## config.mk

```make
export PLATFORM = sky130hd
export DESIGN_NAME = placar_acumulador
export DESIGN_NICKNAME = d
export VERILOG_FILES = /design/src/rtl/placar_acumulador.sv
export SDC_FILE = /design/constraint.sdc
export NUM_CORES = 1
export LEC_CHECK = 0
export ABC_AREA = 1
export ABC_CLOCK_PERIOD_IN_PS = 3040
export BUFFER_PORTS_ARGS = -buffer_cell sky130_fd_sc_hd__buf_2
export CAP_MARGIN = 20
export CELL_PAD_IN_SITES_DETAIL_PLACEMENT = 0
export CELL_PAD_IN_SITES_GLOBAL_PLACEMENT = 1
export CORE_MARGIN = 2
export CORE_UTILIZATION = 30
export CTS_CLUSTER_DIAMETER = 30
export DETAILED_ROUTE_END_ITERATION = 10
export HOLD_SLACK_MARGIN = 0.1
export PLACE_DENSITY_LB_ADDON = 0.1
export SLEW_MARGIN = 15
export SYNTH_ARGS = -nofsm -noshare
export SYNTH_HDL_FRONTEND = slang
export SYNTH_SLANG_ARGS = --single-unit
```

## constraint.sdc

```tcl
create_clock -name clk -period 3.04 [get_ports clk]
set_input_delay 0.608 -clock clk [delete_from_list [all_inputs] [get_ports clk]]
set_output_delay 0.608 -clock clk [all_outputs]
set_load 0.01 [all_outputs]
```

## src/rtl/placar_acumulador.sv

```systemverilog
// Registered multi-team score accumulator with edge-detected command buttons,
// underflow blocking, saturating addition and a single-entry undo history.
module placar_acumulador #(
    parameter int LARGURA    = 7,
    parameter int MAX_PONTOS = 99,
    parameter int N_EQUIPES  = 2,
    parameter int SEL_W      = 1
) (
    input  logic                           clk,
    input  logic                           rst_n,
    input  logic                           botao,
    input  logic                           desfazer,
    input  logic                           zerar,
    input  logic [SEL_W-1:0]               equipe,
    input  logic [1:0]                     pontos,
    input  logic                           chavePN,
    output logic [N_EQUIPES*LARGURA-1:0]   placar,
    output logic                           erro_sub,
    output logic                           saturou,
    output logic                           desfazer_ok
);

    logic                botao_q_r;
    logic                desfazer_q_r;
    logic [LARGURA-1:0]  scores_r [N_EQUIPES];
    logic [SEL_W-1:0]    hist_eq_r;
    logic [LARGURA-1:0]  hist_score_r;
    logic                hist_valid_r;
    logic                erro_sub_r;
    logic                saturou_r;

    logic                ev_b_s;
    logic                ev_u_s;
    logic                sel_ok_s;
    logic [LARGURA-1:0]  cur_score_s;
    logic [LARGURA:0]    sum_s;
    logic                sum_over_s;
    logic [LARGURA-1:0]  add_res_s;
    logic                sub_ok_s;
    logic                cmd_s;

    // Event detection and arithmetic on the currently selected team.
    always_comb begin
        ev_b_s      = botao & ~botao_q_r;
        ev_u_s      = desfazer & ~desfazer_q_r;
        sel_ok_s    = (32'(equipe) < N_EQUIPES);
        cur_score_s = '0;
        for (int k = 0; k < N_EQUIPES; k++) begin
            cur_score_s = (SEL_W'(k) == equipe) ? scores_r[k] : cur_score_s;
        end
        sum_s      = (LARGURA+1)'(cur_score_s) + (LARGURA+1)'(pontos);
        sum_over_s = (sum_s > (LARGURA+1)'(MAX_PONTOS));
        if (sum_over_s) begin
            add_res_s = LARGURA'(MAX_PONTOS);
        end else begin
            add_res_s = sum_s[LARGURA-1:0];
        end
        sub_ok_s = (cur_score_s >= LARGURA'(pontos));
        cmd_s    = ev_b_s & (pontos != 2'd0) & sel_ok_s;
    end

    // Button history flops; reset high so a button held through reset release is ignored.
    always_ff @(posedge clk or negedge rst_n) begin
        if (!rst_n) begin
            botao_q_r    <= 1'b1;
            desfazer_q_r <= 1'b1;
        end else begin
            botao_q_r    <= botao;
            desfazer_q_r <= desfazer;
        end
    end

    // Score, history and flag update with priority zerar > undo > command.
    always_ff @(posedge clk or negedge rst_n) begin
        if (!rst_n) begin
            for (int k = 0; k < N_EQUIPES; k++) begin
                scores_r[k] <= '0;
            end
            hist_eq_r    <= '0;
            hist_score_r <= '0;
            hist_valid_r <= 1'b0;
            erro_sub_r   <= 1'b0;
            saturou_r    <= 1'b0;
        end else begin
            erro_sub_r <= 1'b0;
            saturou_r  <= 1'b0;
            if (zerar) begin
                for (int k = 0; k < N_EQUIPES; k++) begin
                    scores_r[k] <= '0;
                end
                hist_valid_r <= 1'b0;
            end else if (ev_u_s) begin
                if (hist_valid_r) begin
                    for (int k = 0; k < N_EQUIPES; k++) begin
                        if (SEL_W'(k) == hist_eq_r) begin
                            scores_r[k] <= hist_score_r;
                        end
                    end
                    hist_valid_r <= 1'b0;
                end
            end else if (cmd_s) begin
                if (!chavePN) begin
                    for (int k = 0; k < N_EQUIPES; k++) begin
                        if (SEL_W'(k) == equipe) begin
                            scores_r[k] <= add_res_s;
                        end
                    end
                    saturou_r    <= sum_over_s;
                    hist_eq_r    <= equipe;
                    hist_score_r <= cur_score_s;
                    hist_valid_r <= 1'b1;
                end else if (sub_ok_s) begin
                    for (int k = 0; k < N_EQUIPES; k++) begin
                        if (SEL_W'(k) == equipe) begin
                            scores_r[k] <= cur_score_s - LARGURA'(pontos);
                        end
                    end
                    hist_eq_r    <= equipe;
                    hist_score_r <= cur_score_s;
                    hist_valid_r <= 1'b1;
                end else begin
                    erro_sub_r <= 1'b1;
                end
            end
        end
    end

    always_comb begin
        placar = '0;
        for (int k = 0; k < N_EQUIPES; k++) begin
            placar[k*LARGURA +: LARGURA] = scores_r[k];
        end
    end

    assign erro_sub    = erro_sub_r;
    assign saturou     = saturou_r;
    assign desfazer_ok = hist_valid_r;

endmodule

```

* Word-level counts from Yosys, hierarchy flattened
Index checks and enable logic that the tools add are counted.
** Storage, ports and cells
- Register bits after elaboration :: 27
- Input port bits :: 9
- Output and inout port bits :: 17
- Word-level logic and storage cells :: 67
** Cells by class
- Bitwise gates (word level) :: 7
- $lt $le $gt $ge :: 2
- Reductions and logical operators :: 7
- $add $sub $neg :: 2
- Equal/unequal tests :: 8
- Muxes and demuxes :: 32
** Operator list (count)
- 2-to-1 mux 14 bit :: 6
- 2-to-1 mux 7 bit :: 10
- 2-to-1 mux 1 bit :: 16
- AND reduction 6 bit :: 2
- inequality test 3 bit (second input constant) :: 3
- adder 7 x 2 -> 8 bit :: 1
- > comparator 8 x 7 -> 1 bit (second input constant) :: 1
- inequality test 4 x 2 -> 1 bit (second input constant) :: 2
- inequality test 4 bit (second input constant) :: 2
- greater-or-equal comparator 7 x 2 -> 1 bit :: 1
- subtractor 7 x 2 -> 7 bit :: 1
- NOT 1 bit :: 4
- AND reduction 4 bit :: 1
- nonzero test 4 bit :: 1
- bitwise AND 1 bit :: 3
- nonzero test 3 bit :: 1
- inequality test 2 x 1 -> 1 bit (second input constant) :: 1
- AND reduction 2 bit :: 1
- nonzero test 2 bit :: 1

* Depth between registers and ports, before layout
Gate-level depths: netlist (run 1).
- Depth in word-level cells :: 9
- Mapped depth :: 21

* Least setup slack after synthesis (run 1)
OpenSTA, ideal clock, no wires.
- Kind :: input to register
- Start point :: input port equipe
- End point :: register scores_r, in the netlist placar[0]
- Required time :: 2.923 ns
- Data arrival time :: 2.663 ns
- Buffers on the path :: 1
- Path slack :: 0.260 ns
- Stages :: 19
- Cells stage by stage :: buf_6 inv_8 or2_2 o21ai_0 inv_1 ha_1 fa_1 nand2_1 nand2_1 a21oi_1 nand2_1 nand3_1 nand2_1 inv_1 nand2_1 nand2_1 nand2_1 nand2_1 nand2_1
** Between the ends
- Longest elaborated chain between the ends :: 9
- Elaborated cells on any way between the ends :: 17
** Ends and longest elaborated chain
- from (decl) :: line 14 : input logic [SEL_W-1:0] equipe,
- 2-to-1 mux 7 bit (*) :: line 49 : cur_score_s = (SEL_W'(k) == equipe) ? scores_r[k] : cur_score_s;
- named net cur_score_s[0] :: line 35 : logic [LARGURA-1:0] cur_score_s;
- adder 7 x 2 -> 8 bit :: line 51 : sum_s = (LARGURA+1)'(cur_score_s) + (LARGURA+1)'(pontos);
- > comparator 8 x 7 -> 1 bit :: line 52 : sum_over_s = (sum_s > (LARGURA+1)'(MAX_PONTOS));
- 2-to-1 mux 7 bit :: line 53 : if (sum_over_s) begin
- 2-to-1 mux 7 bit :: line 104 : if (SEL_W'(k) == equipe) begin
- 2-to-1 mux 14 bit :: line 102 : if (!chavePN) begin
- 2-to-1 mux 14 bit :: line 101 : end else if (cmd_s) begin
- 2-to-1 mux 14 bit :: line 92 : end else if (ev_u_s) begin
- 2-to-1 mux 14 bit :: line 87 : if (zerar) begin
- to (signal, indexed assignment) :: line 96 : scores_r[k] <= hist_score_r;
- to (signal, indexed assignment) :: line 105 : scores_r[k] <= add_res_s;
- to (signal, indexed assignment) :: line 115 : scores_r[k] <= cur_score_s - LARGURA'(pontos);
- to (decl) :: line 25 : logic [LARGURA-1:0] scores_r [N_EQUIPES];
Mark *: on every way through the listed nets, which the timed path passes. The rest lies on a longest branch. The select of a mux whose other input is x is not followed.
A chain may end at the register's enable or synchronous reset.

* Final worst setup path (run 1)
- Start point :: input port equipe
- End point :: register scores_r, in the netlist placar[1]
Same word-level chain as after synthesis.

==> metrics.md, run 1 <==
| Metric | Value |
|---|---|
| Status | `complete, no violations` |
| Worst-path cell with the longest stage delay | `sky130_fd_sc_hd__fa_1` |
| Post-synthesis async set-or-reset flop share | `100%` |
| Worst rel slew slack | `54.2%` |
| Sink Count | `27` |
| Post-Route Utilization | `36.6%` |
| Via density per instance | `about 4.5` |
| Maximum number of buffers from clock root to sink | `2` |
| Vertical die dimension | `between 80 and 90 um` |
| Hold Vio Cnt, Final | `0` |
| Pre-CTS WS | `-32.2 ps` |
| Final period utilization | `between 90% and 100%` |
| Number of synthesized register bits | `27` |
| Slew at the pin with the worst max-slew slack | `~680 ps` |
| Drc violations | `0` |
| TritonRoute pass-1 iters | `4` |
| Post-layout minimum cycle time | `2760 ps` |
| Starting utilization of the core area | `a little under a third` |
| Average wire per standard cell | `about 14 um` |
| Dominant synthesized flop cell | `sky130_fd_sc_hd__dfrtp_1` |
| Count of max-cap constraint violations | `0` |
| Leakage power figure | `1.21 nW` |
| Number of design-rule violations left by the first detailed-router iteration | `66` |
| Number of antenna cells inserted | `0` |
| Total vias in the final route | `between 1500 and 2000` |
| Largest net degree at the start of global routing | `28` |
| Global-route usage over all layers | `between 10% and 20%` |
| Post-CTS Resized | `0` |
| Syn_nets | `roughly 270` |
| Total overflow reported by the global router | `0` |
| Via count of the first global-routing pass | `roughly 1600` |
| Post-Route Skew | `~1.7 ps` |
| Post-cts hold buffer count | `0` |
| Largest fanout on the critical path | `6` |
| Net count reported at finish | `roughly 310` |
| Number of standard-cell rows in the floorplan | `28` |
| Die Wd | `82.5 um` |
| Syn. warnings | `0` |
| Final setup violation count | `0` |
| Min-delay worst type | `in -> async` |
| RSZ-0062 raised after global routing | `no` |
| Kind of critical path | `in -> reg` |
| Placed wire-length estimate | `about 4000 um` |
| Gate count after technology mapping | `259` |
| Commonest non-fill, non-tap cell in the layout | `sky130_fd_sc_hd__nand2_1` |
| Post-synthesis area per instance | `~7 um2` |
| Later-pin clock latency in the skew report | `~280 ps` |
| Peak Freq | `roughly 0.36 GHz` |
| Arr. time, crit path | `between 2000 and 3000 ps` |
| Setup crit end kind | `flip-flop` |
| Cell chosen for the clock root | `sky130_fd_sc_hd__clkbuf_8` |
| Mapped Area | `1850 um2` |
| Ratio of total power to cell area | `around 570 nW/um2` |
| Fin. max-slew vios | `0` |
| Die Footprint | `6800 um2` |
| Data required time of the worst path | `between 3000 and 4000 ps` |
| First-pass GRT wire length | `8200 um` |
| Antenna violations before repair | `0` |
| Postcts setup bufs | `0` |
| Clock tree from TritonCTS | `yes` |
| Share of synthesized area occupied by flip-flops and latches | `36.7%` |
| Number of buffers added on ports | `25` |
| Routed Wire Length | `between 5000 and 6000 um` |
| Peak supply drop | `between 0.2 and 0.25 mV` |
| Clock input transition at the sequential cells of the worst setup and hold paths | `approximately 90 ps` |
| GPL Wtd Cong | `between 0.8 and 0.9` |
| Post-synth EDFFs | `0` |
| H-tree levels | `1` |
| Ports placed on the boundary | `26` |
| Power, Total | `~0.0012 W` |
| Area growth, synth to finish | `17.4%` |
| Delay of the slowest cell on the worst path | `between 400 and 500 ps` |
| Area of the core | `about 5900 um2` |
| Series of cell instances along the critical path | `buf_2, inv_8, or2_2, o21ai_0, inv_1, ha_1, fa_1, nand2_1, nand2_1, a21oi_1, nand2_1, nand3_1, nand2_1, inv_1, nand2_1, nand2_1, nand2_1, nand2_1, nand2_1` |
| Fraction of layout cells with a size suffix above 1 | `~22%` |
| Crit start category | `input port` |
| Antenna Violating Nets Remaining | `0` |
| TritonCTS buffer count | `3` |
| Top library cells by usage in the layout, fill and taps aside | `96 x sky130_fd_sc_hd__nand2_1, 32 x sky130_fd_sc_hd__inv_1, 25 x sky130_fd_sc_hd__dfrtp_1, 25 x sky130_fd_sc_hd__buf_2, 21 x sky130_fd_sc_hd__nor2_1` |
| Library cells used by synthesis | `31` |
| Final sum of negative setup slack | `0 ps` |
| Min setup slack post-route | `roughly 280 ps` |
| Most Frequent Cell on Critical Path | `sky130_fd_sc_hd__nand2_1` |
[report_power, final]
| group | internal [W] | leakage [nW] | switching (W) |
|---|---|---|---|
| Clock | 0.0000923 | 0.0255 | 0.000120 |
| Sequential | 0.000435 | 0.349 | 0.0000510 |
| Combinational | 0.000201 | 0.831 | 0.000341 |
[cell usage after synthesis (4+ instances only)]
| library cell | instances | area [um2] |
|---|---|---|
| sky130_fd_sc_hd__nor2_1 | 21 | 78.8 |
| sky130_fd_sc_hd__a21oi_1 | 6 | 30.0 |
| sky130_fd_sc_hd__dfrtp_1 | 25 | 626 |
| sky130_fd_sc_hd__o21ai_1 | 9 | 45.0 |
| sky130_fd_sc_hd__ha_1 | 4 | 50.1 |
| sky130_fd_sc_hd__nand2_1 | 96 | 360 |
| sky130_fd_sc_hd__o21ai_0 | 7 | 35.0 |
| sky130_fd_sc_hd__nand3_1 | 17 | 85.1 |
| sky130_fd_sc_hd__inv_2 | 4 | 15.0 |
| sky130_fd_sc_hd__inv_1 | 32 | 120 |
| sky130_fd_sc_hd__nand2_4 | 4 | 45.0 |
[worst max-delay path: cells and delay by family]
family          cells  cell delay, ps
fa+ha+maj           2             700
compound gates      2             240
buf+inv             4             350
simple gates       11            1040
[per-stage QoR]
stage	std cells	hold slack [ps]	cell area [um2]
floorplan	259	312	1850
global placement	367	473	2120
detailed placement	367	481	2120
CTS	371	355	2170
global route	371	379	2170
finish	371	333	2170
[registers in the layout (all words and copies together), names as in the netlist]
signal	flops
botao_q_r	1
desfazer_ok	1
desfazer_q_r	1
erro_sub	1
hist_eq_r	1
hist_score_r	7
placar	14
saturou	1
[layout make-up]
| cell class | instances | area [um2] |
|---|---|---|
| tap | 75 | 93.8 |
| fill | 657 | 3750 |
| clock buffer | 3 | 41.3 |
| clock inverter | 1 | 5.00 |
| multi-input combinational | 191 | 991 |
| timing repair buffer | 36 | 208 |
| inverter | 38 | 153 |
| sequential | 27 | 678 |
[final timing paths]
path                       depth (start not counted)  slack [ps]                     endpoint                        start
max                                               19         280        placar[1]$_DFFE_PN0P_                       equipe
min                                                1         330        placar[6]$_DFFE_PN0P_                        rst_n
max reg2reg                                       17         360        placar[1]$_DFFE_PN0P_        placar[7]$_DFFE_PN0P_
min reg2reg                                        2         500  hist_score_r[3]$_DFFE_PN0P_  hist_score_r[3]$_DFFE_PN0P_
max in group asynchronous                          1        2280            saturou$_DFF_PN0_                        rst_n
min in group clk                                   1         420          botao_q_r$_DFF_PN1_                        botao
[routing by layer]
| layer | GRT usage [%] | wire length, um |
|---|---|---|
| met3 | 1.85 | 169 |
| met5 | 0 | 0 |
| met2 | 24.5 | 2200 |
| met1 | 24.4 | 2610 |
| met4 | 6.33 | 115 |
[kinds of logic after synthesis]
group	Yosys count	share of synthesized area [%]
flops	27	36.7
xor+xnor	3	1.42
buf+inv	41	9.68
fa+ha+maj	6	4.87
simple gates	156	39.3
compound gates	26	7.99
(Power assumes the default switching activity.)
==> inputs of run 2 (changes only) <==
REMOVE_ABC_BUFFERS = 1   (was default)
SETUP_SLACK_MARGIN = 0.4   (was default)
==> run 2 against run 1 <==
Compared with the run above: clock power about the same; highest routed layer unchanged; clock skew grew 1.9 ps; largest cell class unchanged; global-route usage shrank 0.43 points; routed wire length down 4.9%; total power increased by 0.91%; critical endpoint is now placar[11]$_DFFE_PN0P_; via count shrank 2.2%; critical path type unchanged.
==> metrics.md, run 2 (synthesis gave the netlist of run 1 again) <==
| Metric | Value |
|---|---|
| Count of max-cap constraint violations | `0` |
| Clock tree from TritonCTS | `yes` |
| Ratio of total power to cell area | `between 500 and 600 nW/um2` |
| Post-cts hold buffer count | `0` |
| Ports placed on the boundary | `26` |
| Antenna violations before repair | `0` |
| Antenna Violating Nets Remaining | `0` |
| Total vias in the final route | `roughly 1600` |
| Die Footprint | `approximately 6800 um2` |
| Number of design-rule violations left by the first detailed-router iteration | `74` |
| Net count reported at finish | `311` |
| Fraction of layout cells with a size suffix above 1 | `approximately 25%` |
| Delay of the slowest cell on the worst path | `250 ps` |
| GPL Wtd Cong | `approximately 0.85` |
| Worst reg-to-reg path cell count | `15` |
| Placed wire-length estimate | `3850 um` |
| TritonCTS buffer count | `3` |
| Post-layout minimum cycle time | `between 2000 and 2500 ps` |
| Leakage power figure | `between 1 and 1.5 nW` |
| Total overflow reported by the global router | `0` |
| Area of the core | `approximately 6000 um2` |
| Number of buffers added on ports | `25` |
| Average wire per standard cell | `between 10 and 15 um` |
| Series of cell instances along the critical path | `buf_4, buf_4, nand2_1, nand2_1, ha_4, inv_1, o21bai_1, nor2_4, nand3_2, nor2_2, nand3_2, inv_2, nand2_4, o21ai_4, nor2_8, buf_12, nand3_1, o21ai_1` |
| First-pass GRT wire length | `around 8000 um` |
| Crit start category | `input port` |
| Data required time of the worst path | `approximately 3200 ps` |
| Post-route worst hold slack | `roughly 350 ps` |
| Min-delay worst type | `in -> async` |
| Status | `complete, no violations` |
| Vertical die dimension | `approximately 82 um` |
| Top library cells by usage in the layout, fill and taps aside | `95 x sky130_fd_sc_hd__nand2_1, 31 x sky130_fd_sc_hd__inv_1, 25 x sky130_fd_sc_hd__dfrtp_1` |
| Cell chosen for the clock root | `sky130_fd_sc_hd__clkbuf_8` |
| Via count of the first global-routing pass | `1568` |
| Kind of critical path | `in -> reg` |
| Via density per instance | `about 4.4` |
| Sink Count | `27` |
| Post-Route Skew | `roughly 3.6 ps` |
| Later-pin clock latency in the skew report | `roughly 270 ps` |
| Clock input transition at the sequential cells of the worst setup and hold paths | `100 ps` |
| Number of standard-cell rows in the floorplan | `28` |
| TritonRoute pass-1 iters | `4` |
| RSZ-0062 raised after global routing | `yes` |
| Peak supply drop | `between 0.2 and 0.25 mV` |
| Drc violations | `0` |
| Area growth, synth to finish | `19.8%` |
| Worst-path cell with the longest stage delay | `sky130_fd_sc_hd__ha_4` |
| Slew at the pin with the worst max-slew slack | `between 600 and 700 ps` |
| Starting utilization of the core area | `31.2%` |
| Final setup violation count | `0` |
| Hold Vio Cnt, Final | `0` |
| Commonest non-fill, non-tap cell in the layout | `sky130_fd_sc_hd__nand2_1` |
| H-tree levels | `1` |
| Worst rel slew slack | `between 50% and 60%` |
| Maximum number of buffers from clock root to sink | `2` |
| Number of flip-flops under the largest register name | `14` |
| Fin. max-slew vios | `0` |
| Setup crit end kind | `flip-flop` |
| Number of antenna cells inserted | `0` |
| Number of gates on the worst path with buffers counted | `18` |
| Arr. time, crit path | `~2600 ps` |
| Peak Freq | `0.404 GHz` |
| Global-route usage over all layers | `between 10% and 20%` |
| Top delay family on crit path | `simple AND/OR/NAND/NOR gates` |
| Routed Wire Length | `approximately 4800 um` |
| Final sum of negative setup slack | `0 ps` |
| Final period utilization | `81.4%` |
| Largest fanout on the critical path | `9` |
| Largest net degree at the start of global routing | `28` |
| Count of buffering cells on the critical path with inverters included | `5` |
| Die Wd | `roughly 82 um` |
## run 2: changes by cell type in the layout (fill, tap and decap cells not counted), moves of 2 or more
cell,delta
sky130_fd_sc_hd__nor2_2,+2
sky130_fd_sc_hd__nor2_1,-2
sky130_fd_sc_hd__o21ai_0,-2
sky130_fd_sc_hd__ha_1,-2
sky130_fd_sc_hd__fa_1,-2
sky130_fd_sc_hd__fa_2,+2
## run 2: stage by stage
step	total power, W	util (%)	instances	setup WS (ps)	cell area [um2]
finish	0.00125	37.4	370	566	2210
global placement	0.00104	35.7	364	48.7	2110
floorplan	0.000841	-	256	407	1820
global route	0.00137	37.4	370	375	2210
CTS	0.00125	36.5	368	414	2160
detailed placement	0.00103	35.7	364	-26.7	2110
## run 2: final timing paths
check                                            start                     endpoint  slack (ps)
min in group clk                                 botao          botao_q_r$_DFF_PN1_         430
max                                             equipe       placar[11]$_DFFE_PN0P_         570
max in group asynchronous                        rst_n  hist_score_r[0]$_DFFE_PN0P_        2280
max reg2reg                      placar[7]$_DFFE_PN0P_        placar[4]$_DFFE_PN0P_         600
min reg2reg                hist_score_r[6]$_DFFE_PN0P_  hist_score_r[6]$_DFFE_PN0P_         500
min                                              rst_n        placar[3]$_DFFE_PN0P_         350
## run 2: area by class of cell
cell class                      count  area, um2
Timing Repair Buffer               35        215
Clock inverter                      1       5.00
Fill cell                         676       3710
Inverter                           38        153
Clock buffer                        3       41.3
Multi-Input combinational cell    191       1030
Sequential cell                    27        678
Tap cell                           75       93.8
## run 2: where the power goes
part / internal, W / switching (W) / leakage [nW]
clock: 0.0000920 / 0.000119 / 0.0255
combinational: 0.000215 / 0.000340 / 0.827
sequential: 0.000435 / 0.0000515 / 0.349
total: 0.000742 / 0.000510 / 1.20
## run 2: repair_timing
action / CTS / global route
setup endpoints to repair: 6 / 15
gates cloned: 0 / 0
pin swaps: 0 / 3
resized for setup: 2 / 11
setup buffers: 0 / 2
## run 2: routing by layer
metal	GRT usage, %	part of all wire (%)	up-vias
met5	0	0	-
met4	4.00	0.68	0
met3	2.28	3.5	2
met2	25.2	44	22
met1	23.2	51	742
li1	-	-	873
## run 2: worst reg2reg max path: cells and delay by family (launching register included)
family / cells / cell delay (ps)
AND/OR/NAND/NOR: 6 / 680
adder cells (fa/ha/maj): 2 / 600
flip-flops: 1 / 410
buffers and inverters: 3 / 270
AO/OA/AOI/OAI: 4 / 370
==> inputs of run 3 (changes only) <==
ABC_CLOCK_PERIOD_IN_PS = 2100   (was 3040)
clock period = 2.1 ns   (was 3.04 ns; I/O delays follow)
==> run 3 against run 2 <==
Compared with the run above: the run now ends with setup timing left; register-to-register slack lost 810 ps; final cell count grew 15%; setup slack lost 770 ps; die area is the same; combinational power grew 120%; flip-flop and latch count is the same; count of clock-buffer cells in the layout is the same; critical endpoint is now placar[8]$_DFFE_PN0P_; sequential share of layout area shrank 6.6 points; non-clock buffer count grew 52; cell area grew 27%; routed wire length grew 22%.
==> metrics.md, run 3 (synthesis gave the netlist of run 1 again) <==
| Metric | Value |
|---|---|
| Count of max-cap constraint violations | `0` |
| Min-delay worst type | `in -> async` |
| Met3 track demand over resource in global routing | `1.85%` |
| End of the worst register-to-register path | `placar[8]$_DFFE_PN0P_` |
| Min setup slack post-route | `-205 ps` |
| Routed Wire Length | `about 5900 um` |
| Area growth, synth to finish | `52.4%` |
| Data required time of the worst path | `between 2000 and 2500 ps` |
| Pre-CTS WS | `-812 ps` |
| RSZ-0062 raised after global routing | `yes` |
| Peak supply drop | `just over 0.4 mV` |
| Die Footprint | `approximately 6800 um2` |
| Global-route usage over all layers | `roughly a fifth` |
| Total overflow reported by the global router | `0` |
| Number of flip-flops under the largest register name | `14` |
| Final setup violation count | `24` |
| Status | `complete, but fails checks` |
| Delay of the slowest cell on the worst path | `about 400 ps` |
| Maximum number of buffers from clock root to sink | `2` |
| H-tree levels | `1` |
| Slew at the pin with the worst max-slew slack | `around 650 ps` |
| TritonCTS buffer count | `3` |
| Total vias in the final route | `between 1500 and 2000` |
| Worst-case register-to-register setup slack | `-210 ps` |
| Post-Route Skew | `3.40 ps` |
| Number of standard-cell rows in the floorplan | `28` |
| Via count of the first global-routing pass | `between 1500 and 2000` |
| Largest net degree at the start of global routing | `28` |
| Kind of critical path | `reg -> reg` |
| Area of the core | `around 5900 um2` |
| TritonRoute pass-1 iters | `4` |
| Crit Reg-Reg Startpoint | `placar[7]$_DFFE_PN0P_` |
| Post-layout minimum cycle time | `2310 ps` |
| Fin. max-slew vios | `0` |
| Commonest non-fill, non-tap cell in the layout | `sky130_fd_sc_hd__nand2_1` |
| Average wire per standard cell | `between 10 and 15 um` |
| Antenna violations before repair | `0` |
| Drc violations | `0` |
| Met2 GRT Util | `between 30% and 40%` |
| Worst reg-to-reg path cell count | `17` |
| Setup crit end kind | `flip-flop` |
| Failing checks | `setup timing` |
| Most heavily used metal layer in global routing | `met2` |
| Cell chosen for the clock root | `sky130_fd_sc_hd__clkbuf_8` |
| Largest fanout on the critical path | `6` |
| Worst rel slew slack | `a little under three fifths` |
| Starting utilization of the core area | `between 30% and 40%` |
| Die Wd | `82.5 um` |
| Net count reported at finish | `between 300 and 400` |
| Number of design-rule violations left by the first detailed-router iteration | `99` |
| Fraction of layout cells with a size suffix above 1 | `about 46%` |
| First-pass GRT wire length | `around 9500 um` |
| Ratio of total power to cell area | `800 nW/um2` |
| Number of antenna cells inserted | `0` |
| Antenna Violating Nets Remaining | `0` |
| Series of cell instances along the critical path | `or2_4, o21ai_4, inv_2, ha_4, fa_2, nand2_2, nand2_2, a21oi_2, nand2_2, nand3_4, nand2_2, inv_2, nand2_1, nand2_2, nand2_2, nand2_1, nand2_1` |
| Placed wire-length estimate | `4410 um` |
| Final sum of negative setup slack | `-2900 ps` |
| Leakage power figure | `about 1.5 nW` |
| Vertical die dimension | `slightly above 80 um` |
| Most Frequent Cell on Critical Path | `sky130_fd_sc_hd__nand2_2` |
| Clock tree from TritonCTS | `yes` |
| Hold Vio Cnt, Final | `0` |
| Clock input transition at the sequential cells of the worst setup and hold paths | `100 ps` |
| Crit start category | `flip-flop` |
| Arr. time, crit path | `approximately 2500 ps` |
| Post-Route Utilization | `between 40 and 50%` |
| Peak Freq | `approximately 0.43 GHz` |
| Ports placed on the boundary | `26` |
| Number of buffers added on ports | `25` |
| Via density per instance | `4.44` |
| Fraction of met1 tracks used by global routing | `25.9%` |
| Later-pin clock latency in the skew report | `approximately 280 ps` |
| Sink Count | `27` |
| GPL Wtd Cong | `0.848` |
| Worst-path cell with the longest stage delay | `sky130_fd_sc_hd__dfrtp_1` |
| Final period utilization | `110%` |
| Top library cells by usage in the layout, fill and taps aside | `77 x sky130_fd_sc_hd__nand2_1, 54 x sky130_fd_sc_hd__buf_4, 29 x sky130_fd_sc_hd__inv_1` |
| Post-cts hold buffer count | `0` |
[run 3: power breakdown]
part	leakage, nW	switching, W	internal (W)
Clock	0.0255	0.000185	0.000134
Sequential	0.349	0.0000700	0.000630
Combinational	1.12	0.000644	0.000591
Total	1.50	0.000899	0.00136
[run 3: stage by stage]
step	instance area (um2)	power, W	instances	hold slack (ps)
3_3_place_gp	2440	0.00170	407	476
6_report	2820	0.00225	424	151
5_1_grt	2820	0.00243	424	196
3_5_place_dp	2440	0.00169	407	480
2_1_floorplan	1820	0.00122	256	124
4_1_cts	2660	0.00215	419	174
[run 3: cell type report]
class	count	area [um2]
fill	636	3100
sequential	27	678
timing repair inverter	1	7.51
timing repair buffer	87	644
tap	75	93.8
multi-input combinational	192	1190
inverter	38	158
clock inverter	1	5.00
clock buffer	3	41.3
[run 3: how the worst max path moves through the flow]
stage | startpoint | slack [ps] | to | depth (start not counted)
5_1_grt | placar[7]$_DFFE_PN0P_ | -340 | placar[7]$_DFFE_PN0P_ | 17
3_3_place_gp | equipe | -780 | placar[7]$_DFFE_PN0P_ | 19
6_report | placar[7]$_DFFE_PN0P_ | -210 | placar[8]$_DFFE_PN0P_ | 17
4_1_cts | placar[7]$_DFFE_PN0P_ | -250 | placar[7]$_DFFE_PN0P_ | 17
3_5_place_dp | equipe | -810 | placar[7]$_DFFE_PN0P_ | 19
2_1_floorplan | equipe | -350 | placar[0]$_DFFE_PN0P_ | 18
[run 3: routing by layer]
metal	vias up	wire (um)
met5	-	0
met4	0	70
met3	7	145
met2	34	2900
met1	857	2780
li1	984	-
[run 3: critical path: cells and delay by family (launching register included)]
family	cells	cell delay (ps)
simple gates	11	930
fa+ha+maj	2	550
flops	1	400
compound gates	2	190
buf+inv	2	140
[run 3: timing repair]
| item | CTS | global route |
|---|---|---|
| setup endpoints to repair | 25 | 25 |
| pin swaps | 15 | 22 |
| gates cloned | 2 | 0 |
| gates resized for setup | 37 | 29 |
| setup buffers | 6 | 5 |
